$ cat config.mk
export PLATFORM = sky130hd
export DESIGN_NAME = i2c_master_multibyte
export DESIGN_NICKNAME = d
export VERILOG_FILES = /design/src/rtl/i2c_master_multibyte.sv
export SDC_FILE = /design/constraint.sdc
export NUM_CORES = 1
export LEC_CHECK = 0
export ABC_CLOCK_PERIOD_IN_PS = 10450
export CORE_UTILIZATION = 40
export DETAILED_ROUTE_END_ITERATION = 8
export PLACE_DENSITY_LB_ADDON = 0.12
export RECOVER_POWER = 25
export REMOVE_ABC_BUFFERS = 1
export SETUP_SLACK_MARGIN = 0.4
export SLEW_MARGIN = 20
export SYNTH_ARGS = -nofsm -noshare
export SYNTH_HDL_FRONTEND = slang
export SYNTH_SLANG_ARGS = --single-unit
$ cat constraint.sdc
create_clock -name clock_100khz -period 10.45 [get_ports clock_100khz]
set_clock_uncertainty 0.1 [all_clocks]
set_input_delay 2.09 -clock clock_100khz [delete_from_list [all_inputs] [get_ports clock_100khz]]
set_output_delay 2.09 -clock clock_100khz [all_outputs]
set_load 0.02 [all_outputs]
$ cat src/rtl/i2c_master_multibyte.sv
// rtl/i2c_master_multibyte.sv - multi-byte I2C master with read, probe and NACK abort.
// Optional SCL clock stretching is enabled by defining I2C_CLOCK_STRETCH_EN.
module i2c_master_multibyte #(
    parameter int MAX_BYTES      = 4,
    parameter int CLKS_PER_PHASE = 1,
    parameter int COUNT_W        = 5
) (
    input  logic                   clock_100khz,
    input  logic                   reset,
    input  logic                   start,
    input  logic [6:0]             slave_address,
    input  logic                   rw,
    input  logic [COUNT_W-1:0]     num_bytes,
    input  logic [8*MAX_BYTES-1:0] write_data,
    output logic [8*MAX_BYTES-1:0] read_data,
    output logic                   busy,
    output logic                   done,
    output logic                   nack_error,
    input  logic                   i2c_serial_data_input,
    output logic                   i2c_serial_data_output,
    output logic                   i2c_serial_data_oe,
    output logic                   i2c_serial_clock,
    input  logic                   i2c_serial_clock_input
);
    localparam int DW = 8 * MAX_BYTES;
    localparam int TW = (CLKS_PER_PHASE > 1) ? $clog2(CLKS_PER_PHASE) : 1;
`ifdef I2C_CLOCK_STRETCH_EN
    localparam bit STRETCH_EN = 1'b1;
`else
    localparam bit STRETCH_EN = 1'b0;
`endif

    typedef enum logic [2:0] {
        S_IDLE, S_START_A, S_START_B, S_BIT_LO, S_BIT_HI, S_STOP_A, S_STOP_B, S_STOP_C
    } state_t;

    state_t               state, state_next;
    logic [TW-1:0]        timer;
    logic [3:0]           slot;
    logic [COUNT_W-1:0]   byte_idx, n_q;
    logic [7:0]           addr_q;
    logic                 rw_q;
    logic [DW-1:0]        wdata_q, rdata_q;
    logic                 nack_q, done_q;

    logic                 scl_high, hold, phase_end, tx_byte, last_byte, tx_bit, release_sda;
    logic [7:0]           bit_pos;
    logic [7:0]           addr_sh;
    logic [DW-1:0]        wdata_sh;

    always_comb begin
        scl_high  = (state == S_START_A) || (state == S_BIT_HI) ||
                    (state == S_STOP_B)  || (state == S_STOP_C);
        // A slave holding SCL low freezes the timer of any SCL-high phase.
        hold      = STRETCH_EN && scl_high && !i2c_serial_clock_input;
        phase_end = (timer == TW'(CLKS_PER_PHASE - 1)) && !hold;
        tx_byte   = (byte_idx == '0) || !rw_q;
        last_byte = (byte_idx == n_q);
        bit_pos   = 8'(8 * (int'(byte_idx) - 1) + 7 - int'(slot));
        addr_sh   = addr_q >> (4'd7 - slot);
        wdata_sh  = wdata_q >> bit_pos;
        tx_bit    = (byte_idx == '0) ? addr_sh[0] : wdata_sh[0];
        // Slot 8 of a read byte: ACK all but the last byte, which gets NACK (released).
        if (slot == 4'd8) release_sda = tx_byte ? 1'b1 : last_byte;
        else              release_sda = tx_byte ? tx_bit : 1'b1;
    end

    always_comb begin
        state_next         = state;
        i2c_serial_clock   = 1'b1;
        i2c_serial_data_oe = 1'b0;
        case (state)
            S_IDLE: if (start) state_next = S_START_A;
            S_START_A: begin
                i2c_serial_data_oe = 1'b1;
                if (phase_end) state_next = S_START_B;
            end
            S_START_B: begin
                i2c_serial_clock   = 1'b0;
                i2c_serial_data_oe = 1'b1;
                if (phase_end) state_next = S_BIT_LO;
            end
            S_BIT_LO: begin
                i2c_serial_clock   = 1'b0;
                i2c_serial_data_oe = !release_sda;
                if (phase_end) state_next = S_BIT_HI;
            end
            S_BIT_HI: begin
                i2c_serial_data_oe = !release_sda;
                if (phase_end) begin
                    if (slot == 4'd8 && ((tx_byte && i2c_serial_data_input) || last_byte))
                        state_next = S_STOP_A;
                    else
                        state_next = S_BIT_LO;
                end
            end
            S_STOP_A: begin
                i2c_serial_clock   = 1'b0;
                i2c_serial_data_oe = 1'b1;
                if (phase_end) state_next = S_STOP_B;
            end
            S_STOP_B: begin
                i2c_serial_data_oe = 1'b1;
                if (phase_end) state_next = S_STOP_C;
            end
            S_STOP_C: if (phase_end) state_next = S_IDLE;
            default: state_next = S_IDLE;
        endcase
    end

    always_ff @(posedge clock_100khz) begin
        if (reset) begin
            state    <= S_IDLE;
            timer    <= '0;
            slot     <= '0;
            byte_idx <= '0;
            n_q      <= '0;
            addr_q   <= '0;
            rw_q     <= 1'b0;
            wdata_q  <= '0;
            rdata_q  <= '0;
            nack_q   <= 1'b0;
            done_q   <= 1'b0;
        end else begin
            state  <= state_next;
            done_q <= (state == S_STOP_C) && phase_end;
            if (state == S_IDLE || phase_end) timer <= '0;
            else if (!hold)                   timer <= timer + 1'b1;
            if (state == S_IDLE && start) begin
                addr_q   <= {slave_address, rw};
                rw_q     <= rw;
                n_q      <= (num_bytes > COUNT_W'(MAX_BYTES)) ? COUNT_W'(MAX_BYTES) : num_bytes;
                wdata_q  <= write_data;
                rdata_q  <= '0;
                nack_q   <= 1'b0;
                slot     <= '0;
                byte_idx <= '0;
            end else if (state == S_BIT_HI && phase_end) begin
                if (slot == 4'd8) begin
                    slot     <= '0;
                    byte_idx <= byte_idx + 1'b1;
                    if (tx_byte && i2c_serial_data_input) nack_q <= 1'b1;
                end else begin
                    slot <= slot + 1'b1;
                    if (!tx_byte) rdata_q <= rdata_q | (DW'(i2c_serial_data_input) << bit_pos);
                end
            end
        end
    end

    assign busy                   = (state != S_IDLE);
    assign done                   = done_q;
    assign nack_error             = nack_q;
    assign read_data              = rdata_q;
    assign i2c_serial_data_output = !i2c_serial_data_oe;
endmodule

==> flow_metrics.py <==
metrics = {
    "run_status": {
        "status": "finished, violations left",
        "failed_checks": "capacitance limit, slew limit",
    },
    "finish": {
        "stdcell_area_um2": 5220,
        "areaGrowthSynthToFinish_pct": 29.0,
        "nNetsFinal": 616,
        "fillers": 970,
        "diodes": 0,
        "drive_above_1_share": 0.0676,
        "finalNonFillerCells": 695,
    },
    "critical_path": {
        "r2r_end": "read_data[3]",
        "worstPathCellList": "inv_1, ha_1, xor2_1, inv_1, ha_1, a21o_1, a21oi_1, xor2_1, xnor2_2, buf_4, and3_1, o41ai_1, clkdlybuf4s50_1",
        "reg2reg_depth": 10,
        "crit_arrival_ns": 4.07,
        "setup.worst_path.start_class": "flop",
        "crit_path_top_delay_cell": "clkdlybuf4s50_1",
        "critPathTopFamily": "buffers and inverters",
        "r2r-start": "byte_idx[0]",
        "max_stage_delay_ns": 0.66,
        "crit_path_end": "i2c_serial_data_oe",
        "reg2reg_slack_ns": 7.43,
        "required_ns": 8.26,
        "startpoint": "byte_idx[0]",
        "crit_buf_inv": 4,
        "path_depth": 13,
        "critPathKind": "flop to primary output",
        "critPathCaptureType": "primary output",
        "worstPathMaxFanout": 33,
    },
    "power": {
        "power_leakage_nw": 1.83,
        "pwr-share-seq": 0.508,
        "p_int_uw": 545,
        "sw_frac_of_total": 0.257,
        "ir_worst_vdd_mv": 0.0694,
        "power.share.clock": 0.373,
        "p_sw_uw": 189,
        "combinationalPowerShare": 0.119,
        "p_per_area_nw_per_um2": 141,
        "p_total_uw": 734,
    },
    "die": {
        "initial_utilization": 0.414,
        "io_pins": 88,
        "die-area_um2": 10500,
        "die_w_um": 103,
        "row_count": 36,
        "fp.dieH_um": 103,
        "coreArea_um2": 9770,
    },
    "sta": {
        "max_clock_freq_mhz": 160,
        "slew_viol_final": 51,
        "worstMarginPinSlew_ns": 2.13,
        "rsz0062_at_grt": "no",
        "setup_viol_count_final": 0,
        "finalSetupTns_ns": 0,
        "post-route-period-util": 0.599,
        "fin_crit_ns": 6.26,
        "finalHoldViolCount": 0,
        "slew-limit-headroom": -0.421,
    },
    "routing": {
        "drc_errors": 0,
        "final_antenna_net_count": 0,
        "vias_per_cell": 5.09,
        "first_iter_violations": 146,
        "num_vias": 3540,
        "wl_per_cell_um": 12.9,
        "first_pass_iters": 4,
        "wl_mm": 8.99,
    },
    "hold_path": {
        "hold_class": "flop to flop",
        "hp-start": "wdata_q[31]",
    },
    "synthesis": {
        "synth_top_area_share": 0.455,
        "synth_area_um2": 4050,
        "ys_ff_latch": 92,
        "async_flop_share": 0,
        "synth_edf_count": 0,
        "synth.area.top_cells": "dfxtp_1 45%, nand2_1 9.4%, a21oi_1 6.3%",
        "yosys_warnings": 0,
        "post-synth-top-area-cell": "dfxtp_1",
        "synth_area_per_cell_um2": 8.30,
        "synthCells": 488,
        "ys_types": 49,
        "synthFlopType": "dfxtp_1",
        "ys_seq_area_frac": 0.455,
    },
    "grt": {
        "grt_max_degree": 51,
        "grt_pass1_vias": 3156,
        "track_usage": 0.181,
        "antenna_found_initial": 0,
        "grt_overflow": 0,
        "grt_pass1_wl_mm": 15.0,
    },
    "clocking": {
        "cts_root_buf": "clkbuf_8",
        "cts_buffer_depth": 2,
        "postCtsHoldBufs": 0,
        "cts_tree": "built",
        "cts_buffers": 9,
        "cts_sinks": 92,
        "htreeDepth": 3,
        "post-cts-setup-buffers": 0,
        "clk_latency_ns": 0.35,
        "path_clk_slew_ns": 0.10,
        "post_cts_resize_count": 0,
    },
    "placement": {
        "place_hpwl_mm": 6.21,
        "placed_area_um2": 4990,
        "place_inst": 679,
        "place_congestion": 0.781,
        "port_buffers": 86,
    },
    "job": {
        "maxCapViolCount": 1,
    },
}
==> cells in the final DEF (no fill, tap or decap), types with 2 or more instances in the layout <==
cell and n:
nor4b_1 2, mux4_2 8, a211oi_1 2, nand2b_1 2, nand3_1 5, inv_8 2
nor3_1 13, xnor2_1 6, or2_1 2, a31oi_1 33, mux2i_1 8, o21ai_0 4
or4b_1 2, nand2_1 101, nor2b_1 2, clkdlybuf4s50_1 85, xor2_1 7, and2_1 3
nand3b_1 2, dfxtp_1 92, inv_1 9, bufinv_16 2, clkinvlp_4 2, nor2_1 65
a21oi_1 51, ha_1 8, clkbuf_8 9, nand4_1 2, buf_4 6
==> cell families after synthesis <==
logic type | share of synthesized area
compound gates | 0.150
xor+xnor | 0.0303
fa+ha+maj | 0.0297
buf+inv | 0.0445
flops | 0.455
mux | 0.0643
other cells | 0.000926
simple gates | 0.226
==> per-stage QoR <==
step / util / setup slack [ns] / hold slack [ns]
CTS: 0.534 / 4.14 / 0.359
detailed placement: 0.510 / 4.56 / 0.346
global placement: 0.510 / 4.60 / 0.339
global route: 0.534 / 3.91 / 0.373
floorplan: - / 4.64 / 0.327
finish: 0.534 / 4.19 / 0.357
==> worst reg2reg max path, stage by stage, from the launching register on <==
cell and delay [ns]:
dfxtp_1 0.52, inv_1 0.08, ha_1 0.37, ha_1 0.20
inv_1 0.05, fa_1 0.37, xor2_1 0.20, nand2_1 0.15
nor3_4 0.62, a31oi_1 0.20, nor2_1 0.11
==> routing by layer <==
layer | vias up | routed length (µm) | global-route usage | share of wire
li1 | 1808 | - | - | -
met1 | 1624 | 4350 | 0.250 | 0.48
met2 | 98 | 4090 | 0.288 | 0.46
met3 | 10 | 412 | 0.0271 | 0.046
met4 | 0 | 136 | 0.0659 | 0.015
met5 | - | 0 | 0 | 0
==> Yosys cell counts, drive strengths merged (2+ instances only) <==
master,number
a21oi,51
clkbuf,29
mux2i,8
xor2,7
nand2b,2
or4b,2
a2111oi,3
or2,3
xnor2,7
nor4,2
o21ai,5
nor4b,2
nor2b,3
buf,5
ha,8
dfxtp,92
nor3,14
mux4,8
nand4,2
a31oi,33
and2,4
nand3b,2
inv,10
nand2,101
a211oi,2
nand3,5
nor2,65
==> registers in the layout (all words and copies together) (netlist names), 3 cells and up <==
signal,flops
byte_idx,5
addr_q,8
wdata_q,32
n_q,5
state,3
read_data,32
slot,4
==> worst min-delay path by stage <==
stage                  endpoint  cells past startpoint
floorplan             addr_q[1]                      2
global route        wdata_q[31]                      2
finish              wdata_q[31]                      2
CTS                 wdata_q[31]                      2
global placement      addr_q[2]                      2
detailed placement  wdata_q[31]                      2
==> final cells by class <==
cell class | instances | area, µm² | share of cell area
multi-input cells | 352 | 2050 | 0.392
flip-flops and latches | 92 | 1840 | 0.353
repair buffers | 92 | 900 | 0.172
well taps | 133 | 166 | 0.0319
clock buffers | 9 | 124 | 0.0237
clock inverters | 7 | 106 | 0.0204
inverters | 10 | 37.5 | 0.00719
==> power groups by stage <==
stage / Combinational, mW / Sequential (mW) / Clock, mW
4_1_cts: 0.0877 / 0.373 / 0.279
2_1_floorplan: 0.0476 / 0.379 / 0
6_report: 0.0872 / 0.373 / 0.274
5_1_grt: 0.0962 / 0.375 / 0.292
3_5_place_dp: 0.0875 / 0.381 / 0
3_3_place_gp: 0.0866 / 0.381 / 0
(Power assumes the default switching activity.)
